## src/rtl/change_dispenser_pkg.sv

```systemverilog
// Shared types and constants for the change dispenser: FSM states, coin values
// in nickel units, and the width of the owed-amount datapath.
package change_dispenser_pkg;

  localparam int AMT_W = 5;

  localparam logic [AMT_W-1:0] DIME_UNITS   = 5'd2;
  localparam logic [AMT_W-1:0] NICKEL_UNITS = 5'd1;

  typedef enum logic [2:0] {
    IDLE   = 3'd0,
    CHOOSE = 3'd1,
    WAIT_D = 3'd2,
    WAIT_N = 3'd3,
    DONE   = 3'd4
  } state_t;

endpackage

```

## src/rtl/change_timer.sv

```systemverilog
// Per-coin Ack wait counter. expired is high during the TIMEOUT-th enabled
// cycle since the last clear, so the owner leaves the wait after exactly TIMEOUT cycles.
module change_timer #(
  parameter int TIMEOUT = 15
) (
  input  logic Clock,
  input  logic Resetn,
  input  logic clear,
  input  logic enable,
  output logic expired
);

  logic [3:0] count;

  assign expired = enable && (count == 4'(TIMEOUT - 1));

  always_ff @(posedge Clock or negedge Resetn) begin
    if (!Resetn) begin
      count <= '0;
    end else if (clear) begin
      count <= '0;
    end else if (enable && !expired) begin
      count <= count + 4'd1;
    end
  end

endmodule

```

## src/rtl/change_dispenser.sv

```systemverilog
// Greedy dime/nickel change dispenser. One coin request is held per WAIT state
// until the ejector acknowledges it or the per-coin timer expires.
module change_dispenser
  import change_dispenser_pkg::*;
#(
  parameter int TIMEOUT = 15
) (
  input  logic             Clock,
  input  logic             Resetn,
  input  logic             Start,
  input  logic [AMT_W-1:0] Amount,
  input  logic             DimeAvail,
  input  logic             NickelAvail,
  input  logic             Ack,
  output logic             DispD,
  output logic             DispN,
  output logic             Busy,
  output logic             Done,
  output logic             Short,
  output logic [AMT_W-1:0] Remaining,
  output state_t           DbgState
);

  state_t           state, state_next;
  logic [AMT_W-1:0] rem_next;
  logic             short_next;
  logic             in_wait;
  logic             expired;

  assign in_wait = (state == WAIT_D) || (state == WAIT_N);

  // Timer is held clear outside the WAIT states, so every WAIT entry starts at zero.
  change_timer #(.TIMEOUT(TIMEOUT)) u_timer (
    .Clock   (Clock),
    .Resetn  (Resetn),
    .clear   (!in_wait),
    .enable  (in_wait),
    .expired (expired)
  );

  always_ff @(posedge Clock or negedge Resetn) begin
    if (!Resetn) begin
      state     <= IDLE;
      Remaining <= '0;
      Short     <= 1'b0;
    end else begin
      state     <= state_next;
      Remaining <= rem_next;
      Short     <= short_next;
    end
  end

  always_comb begin
    state_next = state;
    rem_next   = Remaining;
    short_next = Short;
    case (state)
      IDLE: begin
        if (Start) begin
          rem_next   = Amount;
          short_next = 1'b0;
          state_next = CHOOSE;
        end
      end
      CHOOSE: begin
        if (Remaining == '0) begin
          state_next = DONE;
        end else if (Remaining >= DIME_UNITS && DimeAvail) begin
          state_next = WAIT_D;
        end else if (Remaining >= NICKEL_UNITS && NickelAvail) begin
          state_next = WAIT_N;
        end else begin
          short_next = 1'b1;
          state_next = DONE;
        end
      end
      WAIT_D, WAIT_N: begin
        // Ack takes precedence over a timeout landing in the same cycle.
        if (Ack) begin
          if (state == WAIT_D) begin
            rem_next = (Remaining >= DIME_UNITS) ? Remaining - DIME_UNITS : '0;
          end else begin
            rem_next = (Remaining >= NICKEL_UNITS) ? Remaining - NICKEL_UNITS : '0;
          end
          state_next = CHOOSE;
        end else if (expired) begin
          short_next = 1'b1;
          state_next = DONE;
        end
      end
      DONE:    state_next = IDLE;
      default: state_next = IDLE;
    endcase
  end

  assign DispD    = (state == WAIT_D);
  assign DispN    = (state == WAIT_N);
  assign Busy     = (state != IDLE);
  assign Done     = (state == DONE);
  assign DbgState = state;

endmodule

```

## config.mk

```make
export PLATFORM = sky130hd
export DESIGN_NAME = change_dispenser
export DESIGN_NICKNAME = d
export VERILOG_FILES = /design/src/rtl/change_dispenser_pkg.sv /design/src/rtl/change_timer.sv /design/src/rtl/change_dispenser.sv
export SDC_FILE = /design/constraint.sdc
export NUM_CORES = 1
export LEC_CHECK = 0
export CORE_MARGIN = 5
export CORE_UTILIZATION = 40
export DETAILED_ROUTE_END_ITERATION = 8
export GPL_ROUTABILITY_DRIVEN = 0
export MAX_ROUTING_LAYER = met4
export PLACE_DENSITY = 0.75
export SLEW_MARGIN = 20
export SYNTH_ARGS = -nofsm -noshare
export SYNTH_HDL_FRONTEND = slang
export SYNTH_HIERARCHICAL = 1
export SYNTH_SLANG_ARGS = --single-unit
export TNS_END_PERCENT = 100
```

## constraint.sdc

```tcl
create_clock -name Clock -period 3.7 [get_ports Clock]
set_clock_uncertainty 0.05 [all_clocks]
set_input_delay 0.37 -clock Clock [delete_from_list [all_inputs] [get_ports Clock]]
set_output_delay 0.37 -clock Clock [all_outputs]
set_load 0.005 [all_outputs]
```

==> reports/qor.csv <==
stage;metric;value;unit
outcome;status;completed;
cells_and_area;nets;166;
yosys;syn_area;0.001094;mm^2
cts;cts_tree;done;
worst_setup_path;end_kind;primary output;
worst_setup_path;start_kind;flop;
yosys;synth_nets;142;
pwr;vdd_ir_drop_max;0.3434;mV
yosys;netlist_instances;123;
cells_and_area;num_antenna_cells;0;
sta;fmax;350.3;MHz
yosys;yosysSeqAreaShare;29.75;%
run;drv_cap;0;
worst_setup_path;cpPeakStageDelay;0.52;ns
global_route;overflow;0;
worst_setup_path;path_delay_family;buffers and inverters;
cts;postCtsSetupBuffers;0;
yosys;synth_top_cell_by_area;dfrtp_1;
cts;cts_buffers;3;
floorplan;num_rows;19;
drt;drc;0;
yosys;ys.flop_type;dfrtp_1;
cts;cts_htree_levels;1;
sta;hold_viol;0;
pwr;leakage;0.0005509;uW
placement;port-buffer-count;23;
worst_hold_path;hold_path_class;input pin to asynchronous set/reset pin;
yosys;syn_area_per_cell;8.891;um^2
cts;clkSinkCount;13;
sta;worst_pin_slew;0.6357;ns
yosys;yosys.cell_count.top_type;dfrtp_1;
cts;clk_pin_slew;0.08;ns
yosys;synthArstFlopShare;100.0;%
cts;ctsResizeCount;0;
sta;setup-violations-final;0;
worst_setup_path;regToRegSetupSlack;1.34;ns
placement;place_ws;1.165;ns
worst_setup_path;worstPathMaxFanout;15;
yosys;ys_warn_count;6;
drt;first_pass_iters;4;
cells_and_area;fin_util;50.86;%
cts;root_buffer;clkbuf_4;
sta;post-route-min-period;2.854;ns
global_route;grt_max_degree;16;
cts;clk_latency;0.28;ns
floorplan;io_pins;24;
worst_setup_path;slowest_stage;dfrtp_1;
worst_setup_path;reg2reg_from;Remaining[1]$_DFFE_PN0P_;
cts;ctsHoldBuffers;0;
drt;vias;1050;
sta;min_period_over_period;77.15;%
drt;drtAntennaViolNets;0;
global_route;grt_antenna_before_repair;0;
yosys;synth-seq-cells;13;
floorplan;die_h;62.29;um
floorplan;core;0.002686;mm^2
yosys;yosys-top-cells-count;dfrtp_1 (13), nor2_1 (11), inv_1 (10), a21oi_1 (8), ha_1 (8);
sta;drv_slew;0;
pwr;powerDensity;722.3;mW/mm^2
drt;drtIter0Drc;50;
sta;fin_tns_setup;0;ns
yosys;synth_area_leaders;dfrtp_1 (30%), ha_1 (9.2%), nor2_1 (3.8%);
global_route;grt_use_total;15.60;%
floorplan;dieWidth;62.29;um
drt;wl_per_cell;15.88;um
global_route;grt_pass1_vias;1039;
cells_and_area;area_growth;24.94;%
sta;relSlewSlack;57.49;%
global_route;grt_pass1_wl;4919;um
worst_setup_path;ff2ff_path_depth;6;
yosys;synth_edf_count;0;
yosys;synth_top_area_share;29.75;%
yosys;ys_types;45;
sta;layout_setup_ws;0.8456;ns
worst_setup_path;cp_num_buf_inv;2;
cells_and_area;layout-drive-gt1-share;8.904;%
worst_setup_path;rr_endpoint;Remaining[0]$_DFFE_PN0P_;
floorplan;die-area;0.003879;mm^2
drt;wl;2811;um
worst_setup_path;critPathKind;flop to primary output;
sta;hold_ws;0.4310;ns
worst_setup_path;worstPathRequired;3.28;ns
drt;viasPerCell;5.932;
cts;cts_buffer_depth;2;
placement;dp_hpwl;2122;um
worst_setup_path;critical_path.cell_chain;and2b_1 -> clkinv_1 -> nor2_1 -> clkdlybuf4s50_1;
floorplan;floorplan.initialDensity;40.71;%
sta;rsz0062_at_grt;no;
worst_setup_path;crit_arrival;2.43;ns
how the worst max path moves through the flow:
stage,start,to,slack (ns),depth (start not counted)
global placement,DbgState[2]$_DFFE_PN0P_,DispD,1.24,4
detailed placement,DbgState[2]$_DFFE_PN0P_,DispD,1.16,4
global route,DbgState[2]$_DFFE_PN0P_,DispD,0.61,4
finish,DbgState[2]$_DFFE_PN0P_,DispD,0.85,4
CTS,DbgState[2]$_DFFE_PN0P_,DispD,0.84,4
floorplan,Remaining[1]$_DFFE_PN0P_,Remaining[0]$_DFFE_PN0P_,1.69,6
routing by layer:
layer / global-route usage, % / up-vias / share of wire, %
li1: - / 502 / -
met1: 19.15 / 503 / 42
met2: 25.13 / 41 / 52
met3: 3.063 / 4 / 4.9
met4: 6.101 / 0 / 1.0
met5: - / - / 0
registers in the layout (all words and copies together) (netlist names):
signal         count
DbgState           3
Remaining          5
Short              1
u_timer/count      4
cell type report:
cell class	count	area, um^2
Multi-Input combinational cell	94	700.7
Sequential cell	13	325.3
Clock buffer	4	26.28
Tap cell	31	38.79
Fill cell	261	1320
Inverter	12	45.04
Timing Repair Buffer	23	230.2
report_power, final:
part	internal [uW]	leakage, uW	switching [uW]
registers	191	0.000166	91.4
logic	306	0.000369	309
clock network	41.8	0.0000150	47.2
cell usage in the layout, fill, tap and decap left out, types with 3 or more instances in the layout:
cell | synthesis | final
ha_1 | 8 | 8
nor3_1 | 3 | 3
inv_1 | 10 | 10
a21oi_1 | 8 | 8
a311oi_1 | 4 | 4
nand2_1 | 4 | 4
nand3_1 | 3 | 3
dfrtp_1 | 13 | 13
nand2b_1 | 5 | 5
and2_1 | 3 | 3
o22ai_1 | 3 | 3
nor2_1 | 11 | 11
clkdlybuf4s50_1 | 0 | 23
clkbuf_4 | 0 | 3
a211oi_1 | 3 | 3
o21ai_0 | 6 | 6
cell families after synthesis:
logic type	Yosys count	share of synthesized area (%)
xor+xnor	1	0.8011
buf+inv	16	6.178
simple gates	42	22.43
fa+ha+maj	8	9.154
mux	3	3.776
compound gates	40	27.92
flops	13	29.75
metrics by stage:
stage | area, um^2 | cells | power, uW
2_1_floorplan | 1094 | 123 | 670.4
3_3_place_gp | 1340 | 173 | 882.3
3_5_place_dp | 1340 | 173 | 893.9
4_1_cts | 1366 | 177 | 987.8
5_1_grt | 1366 | 177 | 1083
6_report | 1366 | 177 | 986.8
No activity file was read; power rests on OpenSTA's default activity.
